### config.mk
export PLATFORM = sky130hd
export DESIGN_NAME = logicunit_arbiter
export DESIGN_NICKNAME = d
export VERILOG_FILES = /design/src/rtl/logicunit_arbiter.sv
export SDC_FILE = /design/constraint.sdc
export NUM_CORES = 1
export LEC_CHECK = 0
export CORE_AREA = 3 3 109 111
export CTS_BUF_LIST = sky130_fd_sc_hd__clkbuf_4
export CTS_CLUSTER_DIAMETER = 100
export CTS_CLUSTER_SIZE = 28
export DETAILED_ROUTE_END_ITERATION = 8
export DIE_AREA = 0 0 112 114
export DONT_BUFFER_PORTS = 1
export SYNTH_ARGS = -nofsm -noshare
export SYNTH_HDL_FRONTEND = slang
export SYNTH_SLANG_ARGS = --single-unit
### constraint.sdc
create_clock -name clock -period 2.6 [get_ports clock]
set_clock_uncertainty 0.05 [all_clocks]
set_input_delay 0.52 -clock clock [delete_from_list [all_inputs] [get_ports clock]]
set_output_delay 0.52 -clock clock [all_outputs]
set_load 0.05 [all_outputs]
### src/rtl/logicunit_arbiter.sv
// logicunit_arbiter: round-robin sharing of one logicunit between two requesters with a held response
module logicunit_arbiter #(
  parameter int WIDTH = 32
) (
  input  logic             clock,
  input  logic             reset,
  input  logic             req0,
  input  logic [WIDTH-1:0] a0,
  input  logic [WIDTH-1:0] b0,
  input  logic [1:0]       ctl0,
  output logic             gnt0,
  input  logic             req1,
  input  logic [WIDTH-1:0] a1,
  input  logic [WIDTH-1:0] b1,
  input  logic [1:0]       ctl1,
  output logic             gnt1,
  output logic [WIDTH-1:0] lu_a,
  output logic [WIDTH-1:0] lu_b,
  output logic [1:0]       lu_ctl,
  input  logic [WIDTH-1:0] lu_out,
  output logic             rsp_valid,
  output logic             rsp_id,
  output logic [WIDTH-1:0] rsp_data,
  input  logic             rsp_ready,
  output logic             busy,
  output logic [7:0]       ops_done
);
  typedef enum logic [1:0] {IDLE, EXEC, RESP} state_t;
  state_t           state_q, state_d;
  logic             pri_q, pri_d;
  logic [WIDTH-1:0] a_q, a_d, b_q, b_d, data_q, data_d;
  logic [1:0]       ctl_q, ctl_d;
  logic             id_q, id_d, valid_q, valid_d, rid_q, rid_d;
  logic [7:0]       ops_q, ops_d;
  always_ff @(posedge clock) begin
    if (reset) begin
      state_q <= IDLE;
      pri_q   <= 1'b0;
      a_q     <= '0;
      b_q     <= '0;
      ctl_q   <= '0;
      id_q    <= 1'b0;
      valid_q <= 1'b0;
      rid_q   <= 1'b0;
      data_q  <= '0;
      ops_q   <= '0;
    end else begin
      state_q <= state_d;
      pri_q   <= pri_d;
      a_q     <= a_d;
      b_q     <= b_d;
      ctl_q   <= ctl_d;
      id_q    <= id_d;
      valid_q <= valid_d;
      rid_q   <= rid_d;
      data_q  <= data_d;
      ops_q   <= ops_d;
    end
  end
  always_comb begin
    state_d = state_q;
    if (state_q == IDLE && (gnt0 || gnt1)) state_d = EXEC;
    else if (state_q == EXEC) state_d = RESP;
    else if (state_q == RESP && rsp_ready) state_d = IDLE;
  end
  // pri_q names the requester that wins a tie, i.e. the one not served last
  always_comb begin
    gnt0    = state_q == IDLE && req0 && (!req1 || !pri_q);
    gnt1    = state_q == IDLE && req1 && (!req0 || pri_q);
    pri_d   = gnt0 ? 1'b1 : gnt1 ? 1'b0 : pri_q;
    a_d     = gnt0 ? a0 : gnt1 ? a1 : a_q;
    b_d     = gnt0 ? b0 : gnt1 ? b1 : b_q;
    ctl_d   = gnt0 ? ctl0 : gnt1 ? ctl1 : ctl_q;
    id_d    = gnt0 ? 1'b0 : gnt1 ? 1'b1 : id_q;
    valid_d = state_q == EXEC ? 1'b1 : state_q == RESP && rsp_ready ? 1'b0 : valid_q;
    rid_d   = state_q == EXEC ? id_q : rid_q;
    data_d  = state_q == EXEC ? lu_out : data_q;
    ops_d   = state_q == RESP && rsp_ready ? ops_q + 8'd1 : ops_q;
    lu_a    = state_q == EXEC ? a_q : '0;
    lu_b    = state_q == EXEC ? b_q : '0;
    lu_ctl  = state_q == EXEC ? ctl_q : 2'd0;
    busy    = state_q != IDLE;
  end
  assign rsp_valid = valid_q;
  assign rsp_id    = rid_q;
  assign rsp_data  = data_q;
  assign ops_done  = ops_q;
endmodule

# Word-level counts from Yosys, hierarchy flattened
# Index checks and enable logic that the tools add are counted.
# totals
rom_bits	0
out_inout_bits	111
mem_count	0
elab_cells	49
latchBits	0
ramBits	0
register_bits	112
in_bits	169
# op_classes
eq_ne	2
reduce_logical	19
n_lt_le_gt_ge	0
n_shift	0
div	0
mux	16
mul	0
bitwise	0
n_addsub	1
# op_table
operator	count
two-way mux 32 bit	6
two-way mux 2 bit	5
adder 8 x 1 -> 8 bit (second input constant)	1
logical AND 1 bit	6
nonzero test 2 bit	3
two-way mux 1 bit	5
OR reduction 2 bit	2
logical NOT 1 bit	3
logical OR 1 bit	3
nonzero test 3 bit	1
== test 2 x 1 -> 1 bit (second input constant)	1
== test 2 bit (second input constant)	1
logical NOT 2 bit	1

# Logic depth before layout (Yosys ltp)
# Gate-level depths: netlist of run 1.
# logic_depth
word_depth	6
mapped_depth	8
depth_no_buf	4

# Worst setup path before layout of run 1
# No wires, ideal clock.
# synth_path
kind	input -> output
from	input port req1
to	output port gnt1
slack_ns	0.096
stages	4
required_ns	2.030
arrival_ns	1.934
path_cell_list	or3b_1 > clkbuf_1 > clkbuf_1 > nor2_1
# synth_via
elab_chain_cells	2
# synth_lines
item	line	source
from (decl)	12	input logic req1,
logical AND 1 bit (2 in a row)	69	gnt1 = state_q == IDLE && req1 && (!req0 || pri_q);
to (decl)	16	output logic gnt1,
# Every way passes these cells.

# Final worst setup path of run 1
# layout_path
from	register state_q[0]
to	output port gnt0
# layout_via
elab_chain_cells	3
# layout_lines
item	line	source
from (decl)	29	state_t state_q, state_d;
from (signal assigned)	48	state_q <= state_d;
logical NOT 2 bit	68	gnt0 = state_q == IDLE && req0 && (!req1 || !pri_q);
logical AND 1 bit (2 in a row)	68	
to (decl)	11	output logic gnt0,
# Every way passes these cells.

==> flow_metrics.py, run 1 <==
metrics = {
    "timing": {
        "tightest_slew_ns": 0.769,
        "layout_worst_path_cycle_share_pct": 95.5,
        "tns_ns": 0,
        "rsz0062_at_grt": "false",
        "drv_slew": 0,
        "setup_viol": 0,
        "relSlewSlack_pct": 48.7,
        "max_freq_ghz": 0.403,
        "whs_ns": 0.0537,
        "hold_violations": 0,
        "min_period_ns": 2.48,
    },
    "final_layout": {
        "mostFrequentLayoutCells": "dfxtp_1, o21ai_0, nand2_1",
        "final_cells": 793,
        "syn_to_final_growth_pct": 7.31,
        "drive_gt1_share_pct": 16.7,
        "final_util_pct": 52.2,
        "final_net_count": 818,
        "final_common_cell": "dfxtp_1",
        "antenna_cells": 0,
        "fillers": 1060,
    },
    "die": {
        "io_pins": 280,
        "die-area_sq_um": 12800,
        "rows": 38,
        "core_area_sq_um": 10900,
        "die_x_um": 112,
        "die_h_um": 114,
        "initial_core_util_pct": 48.6,
    },
    "detailed_routing": {
        "drtIter0Drc": 499,
        "vias": 5023,
        "vias_per_cell": 6.33,
        "ant_nets": 0,
        "routedWlPerCell_um": 21.0,
        "drt_pass1_iterations": 6,
        "drc": 0,
        "wirelength_mm": 16.6,
    },
    "cts": {
        "clkLatencyLatePin_ns": 0.47,
        "postCtsSetupBuffers": 0,
        "h-tree-depth": 3,
        "clk_pin_slew_ns": 0.16,
        "tritoncts": "yes",
        "clock-sinks": 112,
        "clockRootBuffer": "clkbuf_4",
        "clockBufferDepth": 2,
        "cts_buffers": 9,
    },
    "synthesis": {
        "synth_compound_area_share_pct": 21.6,
        "synth-simple-area-share_pct": 28.6,
        "synth_cells": 675,
        "yosysTopAreaCellShare_pct": 42.4,
        "ys_types": 30,
        "synth-xor-area-share_pct": 0.331,
        "syn_nets": 845,
        "yosysWarnings": 0,
        "yosys-top-cells-area": "dfxtp_1, a311oi_1, and2_1, o21ai_0, nor3_1",
        "synth_mux_area_share_pct": 0.402,
        "synthAdderAreaFrac_pct": 0.236,
        "yosysTopAreaCell": "dfxtp_1",
        "synth_area_sq_um": 5290,
        "synth-seq-cells": 112,
        "synth_top_family_by_area": "simple AND/OR/NAND/NOR gates",
        "syn_avg_cell_area_sq_um": 7.84,
        "ys_seq_area_share_pct": 42.4,
    },
    "critical_path": {
        "startpoint_type": "flip-flop",
        "path_max_fanout": 10,
        "critPathArrivalTime_ns": 1.91,
        "reg2reg_depth": 4,
        "cp-end-kind": "primary output",
        "cp_data_required_time_ns": 2.03,
        "path_class": "reg -> out",
    },
    "hold_path": {
        "hold-path-cell-count": 1,
        "hold_path.class": "in -> reg",
    },
    "power": {
        "leakage_nw": 1.90,
        "vdd_drop_max_mv": 0.331,
        "power.density_nw_per_um2": 707,
    },
    "outcome": {
        "status": "finished, final reports clean",
    },
    "grt": {
        "grt_first_pass_wirelength_mm": 25.7,
        "antenna_found_initial": 0,
        "grt-ovfl-total": 0,
        "grt_max_degree": 113,
        "grt_pass1_vias": 4788,
        "gr-usage-all-layers_pct": 24.7,
    },
    "flow_run": {
        "maxCapViolCount": 0,
    },
    "placed_design": {
        "dpl.hpwl_mm": 10.8,
        "placed_cells": 777,
        "gp_congestion": 0.804,
        "port-buffer-count": 0,
    },
}
## metrics by stage
step                      total power [mW]  setup WS [ns]  area (sq um)
final                                 4.01          0.116          5680
after global routing                  4.21         0.0583          5680
after CTS                             4.03         0.0104          5670
after detailed placement              3.17          0.393          5480
after global placement                3.14          0.386          5480
after floorplan                       2.97         0.0962          5290
## cells in the mapped netlist
library cell,number
nor2b_1,2
or3_1,3
mux2i_1,1
buf_6,4
inv_1,2
or3b_1,2
nor3_1,69
nor2_1,8
dfxtp_1,112
or2_1,1
ha_1,1
clkbuf_1,66
nand4_1,2
buf_2,5
and2_1,66
o21ai_0,70
a311oi_1,66
a21oi_1,40
o31ai_1,2
nand2b_1,2
nand4b_1,1
xor2_1,2
nand3_1,67
nand2_1,70
nor3b_1,1
mux2_2,1
nand3b_1,1
buf_1,5
and2_0,1
or4_1,2
## state kept, by name (all words and copies together) (netlist names)
register,cells
a_q,32
b_q,32
ctl_q,2
id_q,1
ops_done,8
pri_q,1
rsp_data,32
rsp_id,1
rsp_valid,1
state_q,2
## routing by layer
| layer | global-route usage [%] | wire length [um] | share of wire [%] |
|---|---|---|---|
| met5 | 0 | 0 | 0 |
| met4 | 9.86 | 409 | 2.5 |
| met3 | 5.89 | 1420 | 8.5 |
| met2 | 41.3 | 8160 | 49 |
| met1 | 30.9 | 6660 | 40 |
## repair_timing
action,in CTS,in global routing
hold endpoints to repair,0,0
pin swaps,0,0
setup endpoints to repair,42,43
resized for setup,42,4
hold buffers,0,0
## report_power, final
group | internal (mW) | switching (mW) | total [mW]
combinational | 0.290 | 0.713 | 1.00
clock | 0.301 | 0.570 | 0.871
sequential | 1.91 | 0.233 | 2.14
## cell type report
cell class,instances,area [sq um],share of cell area [%]
Clock buffer,10,75.1,1.32
Timing Repair Buffer,42,332,5.84
Multi-Input combinational cell,481,2780,49.0
Tap cell,140,175,3.08
Inverter,2,11.3,0.198
Sequential cell,112,2240,39.5
Clock inverter,6,58.8,1.04
## logic make-up after synthesis
kind of cell	Yosys count
adder cells (fa/ha/maj)	1
multiplexers	2
buffers and inverters	82
AND/OR/NAND/NOR	298
AO/OA/AOI/OAI	178
flip-flops	112
XOR/XNOR	2
## critical path, stage by stage (launching register included)
cell	delay, ns
dfxtp_2	0.40
or3b_2	0.48
or2_2	0.34
clkinvlp_4	0.22
## worst paths after layout
kind | startpoint | to | slack (ns)
worst max-delay path | state_q[0]$_SDFFE_PP0P_ | gnt0 | 0.12
worst min-delay path | reset | a_q[9]$_SDFFE_PP0P_ | 0.05
worst max register to register | state_q[0]$_SDFFE_PP0P_ | a_q[25]$_SDFFE_PP0P_ | 0.50
worst min register to register | id_q$_SDFFE_PP0P_ | rsp_id$_SDFFE_PP0N_ | 0.42
Power figures use the tool's default switching activity.
==> run 2, diff against run 1 <==
--- a/config.mk
+++ b/config.mk
@@ -8,10 +8,11 @@
 export CORE_AREA = 3 3 109 111
 export CTS_BUF_LIST = sky130_fd_sc_hd__clkbuf_4
 export CTS_CLUSTER_DIAMETER = 100
-export CTS_CLUSTER_SIZE = 28
+export CTS_CLUSTER_SIZE = 14
 export DETAILED_ROUTE_END_ITERATION = 8
 export DIE_AREA = 0 0 112 114
 export DONT_BUFFER_PORTS = 1
+export MAX_ROUTING_LAYER = met4
 export SYNTH_ARGS = -nofsm -noshare
 export SYNTH_HDL_FRONTEND = slang
 export SYNTH_SLANG_ARGS = --single-unit
==> run 2 against run 1 <==
  * Fmax is 1.3% lower
  * Utilization hardly changed
  * Register-to-register slack worse by 0.04 ns
  * Critical path depth stayed put
  * Largest cell class unchanged
  * Largest power group unchanged
==> flow_metrics.py, run 2 (same netlist as run 1, synthesis figures left out) <==
metrics = {
    "timing": {
        "relSlewSlack_pct": 46.6,
        "layout_worst_path_cycle_share_pct": 96.7,
        "rsz0062_at_grt": "false",
        "hold_violations": 0,
        "whs_ns": 0.0602,
        "drv_slew": 0,
        "min_period_ns": 2.52,
        "tightest_slew_ns": 0.800,
        "max_freq_ghz": 0.398,
        "tns_ns": 0,
        "setup_viol": 0,
    },
    "detailed_routing": {
        "vias_per_cell": 6.33,
        "wirelength_mm": 16.7,
        "wl_met1_mm": 6.67,
        "drc": 0,
        "highest_layer": "met4",
        "vias": 5017,
        "routedWlPerCell_um": 21.0,
        "wl_met2_mm": 8.20,
        "drt_pass1_iterations": 7,
        "drtIter0Drc": 508,
        "ant_nets": 0,
        "met3WireLength_mm": 1.39,
    },
    "grt": {
        "grt-ovfl-total": 0,
        "grt_first_pass_wirelength_mm": 25.7,
        "grt_pass1_vias": 4791,
        "grt_max_degree": 113,
        "gr-usage-all-layers_pct": 25.4,
        "antenna_found_initial": 0,
    },
    "cts": {
        "clockRootBuffer": "clkbuf_4",
        "postCtsSetupBuffers": 0,
        "clock-sinks": 112,
        "clockBufferDepth": 2,
        "clk_pin_slew_ns": 0.16,
        "cts_buffers": 9,
        "h-tree-depth": 3,
        "cts.hold.buffers_added": 0,
        "tritoncts": "yes",
        "clkLatencyLatePin_ns": 0.46,
    },
    "critical_path": {
        "crit_buf_inv": 1,
        "rr_startpoint": "state_q[0]$_SDFFE_PP0P_",
        "cpPeakStageDelay_ns": 0.50,
        "critPathSlowestCell": "or3b_2",
        "crit_path_start": "state_q[0]$_SDFFE_PP0P_",
        "startpoint_type": "flip-flop",
        "critPathArrivalTime_ns": 1.95,
        "path_cells": "or3b_2, or2_2, clkinvlp_4",
        "path_max_fanout": 10,
        "crit_family": "simple AND/OR/NAND/NOR gates",
        "cp_data_required_time_ns": 2.03,
        "path_class": "reg -> out",
        "cp-end-kind": "primary output",
    },
    "die": {
        "die-area_sq_um": 12800,
        "die_h_um": 114,
        "rows": 38,
        "die_x_um": 112,
        "io_pins": 280,
        "core_area_sq_um": 10900,
        "initial_core_util_pct": 48.6,
    },
    "power": {
        "leakage_nw": 1.90,
        "vdd_drop_max_mv": 0.334,
        "power.density_nw_per_um2": 706,
    },
    "final_layout": {
        "syn_to_final_growth_pct": 7.28,
        "final_common_cell": "dfxtp_1",
        "drive_gt1_share_pct": 16.5,
        "multiInputGateArea_sq_um": 2780,
        "final_net_count": 818,
        "antenna_cells": 0,
        "final-seq-area_sq_um": 2240,
        "fillers": 1058,
        "mostFrequentLayoutCells": "dfxtp_1, o21ai_0, nand2_1",
    },
    "placed_design": {
        "gp_congestion": 0.816,
        "dpl.hpwl_mm": 10.8,
        "port-buffer-count": 0,
    },
    "outcome": {
        "status": "finished, final reports clean",
    },
    "hold_path": {
        "worstHoldStart": "reset",
        "hold_path.class": "in -> reg",
    },
    "flow_run": {
        "maxCapViolCount": 0,
    },
}
-- run 2: changes by cell type in the layout (fill, tap and decap cells not counted) --
| cell | before | now |
|---|---|---|
| dfxtp_2 | 2 | 1 |
| dfxtp_1 | 110 | 111 |
-- run 2: layer usage --
layer / vias to the layer above / GRT usage [%]
li1: 2384 / -
met1: 2327 / 31.7
met4: 0 / 9.86
met2: 276 / 41.0
met5: - / -
met3: 30 / 5.04
-- run 2: metrics by stage --
| stage | instances | setup WS, ns | power (mW) | instance area [sq um] | utilization [%] |
|---|---|---|---|---|---|
| 4_1_cts | 793 | 0.0104 | 4.03 | 5670 | 52.1 |
| 3_3_place_gp | 777 | 0.386 | 3.14 | 5480 | 50.4 |
| 2_1_floorplan | 675 | 0.0962 | 2.97 | 5290 | - |
| 5_1_grt | 793 | 0.00527 | 4.20 | 5680 | 52.1 |
| 3_5_place_dp | 777 | 0.393 | 3.17 | 5480 | 50.4 |
| 6_report | 793 | 0.0849 | 4.01 | 5680 | 52.1 |
-- run 2: cell type report --
cell class / count / area share, %
tap: 140 / 3.09
multi-input combinational: 481 / 49.0
clock buffer: 10 / 1.32
inverter: 2 / 0.198
clock inverter: 6 / 1.04
sequential: 112 / 39.5
timing repair buffer: 42 / 5.84
-- run 2: worst paths after layout --
kind | end | slack, ns | cells after the start
hold / removal | a_q[9]$_SDFFE_PP0P_ | 0.06 | 1
setup / recovery | gnt0 | 0.08 | 3
hold reg to reg | rsp_id$_SDFFE_PP0N_ | 0.42 | 2
setup reg to reg | a_q[25]$_SDFFE_PP0P_ | 0.46 | 4
-- run 2: worst register-to-register path, stage by stage, from the launching register on --
cell and delay, ns:
dfxtp_1 0.42, or3b_2 0.50, or2_2 0.34, buf_4 0.34
a311oi_1 0.42
-- run 2: report_power, final --
part / switching [mW] / leakage (nW) / internal (mW)
logic: 0.712 / 0.899 / 0.290
registers: 0.233 / 0.922 / 1.91
clock network: 0.564 / 0.0735 / 0.302
total: 1.51 / 1.90 / 2.50
-- run 2: timing repair --
item                       in CTS  in global routing
resized for setup              42                  3
setup endpoints to repair      42                 43
hold endpoints to repair        0                  0
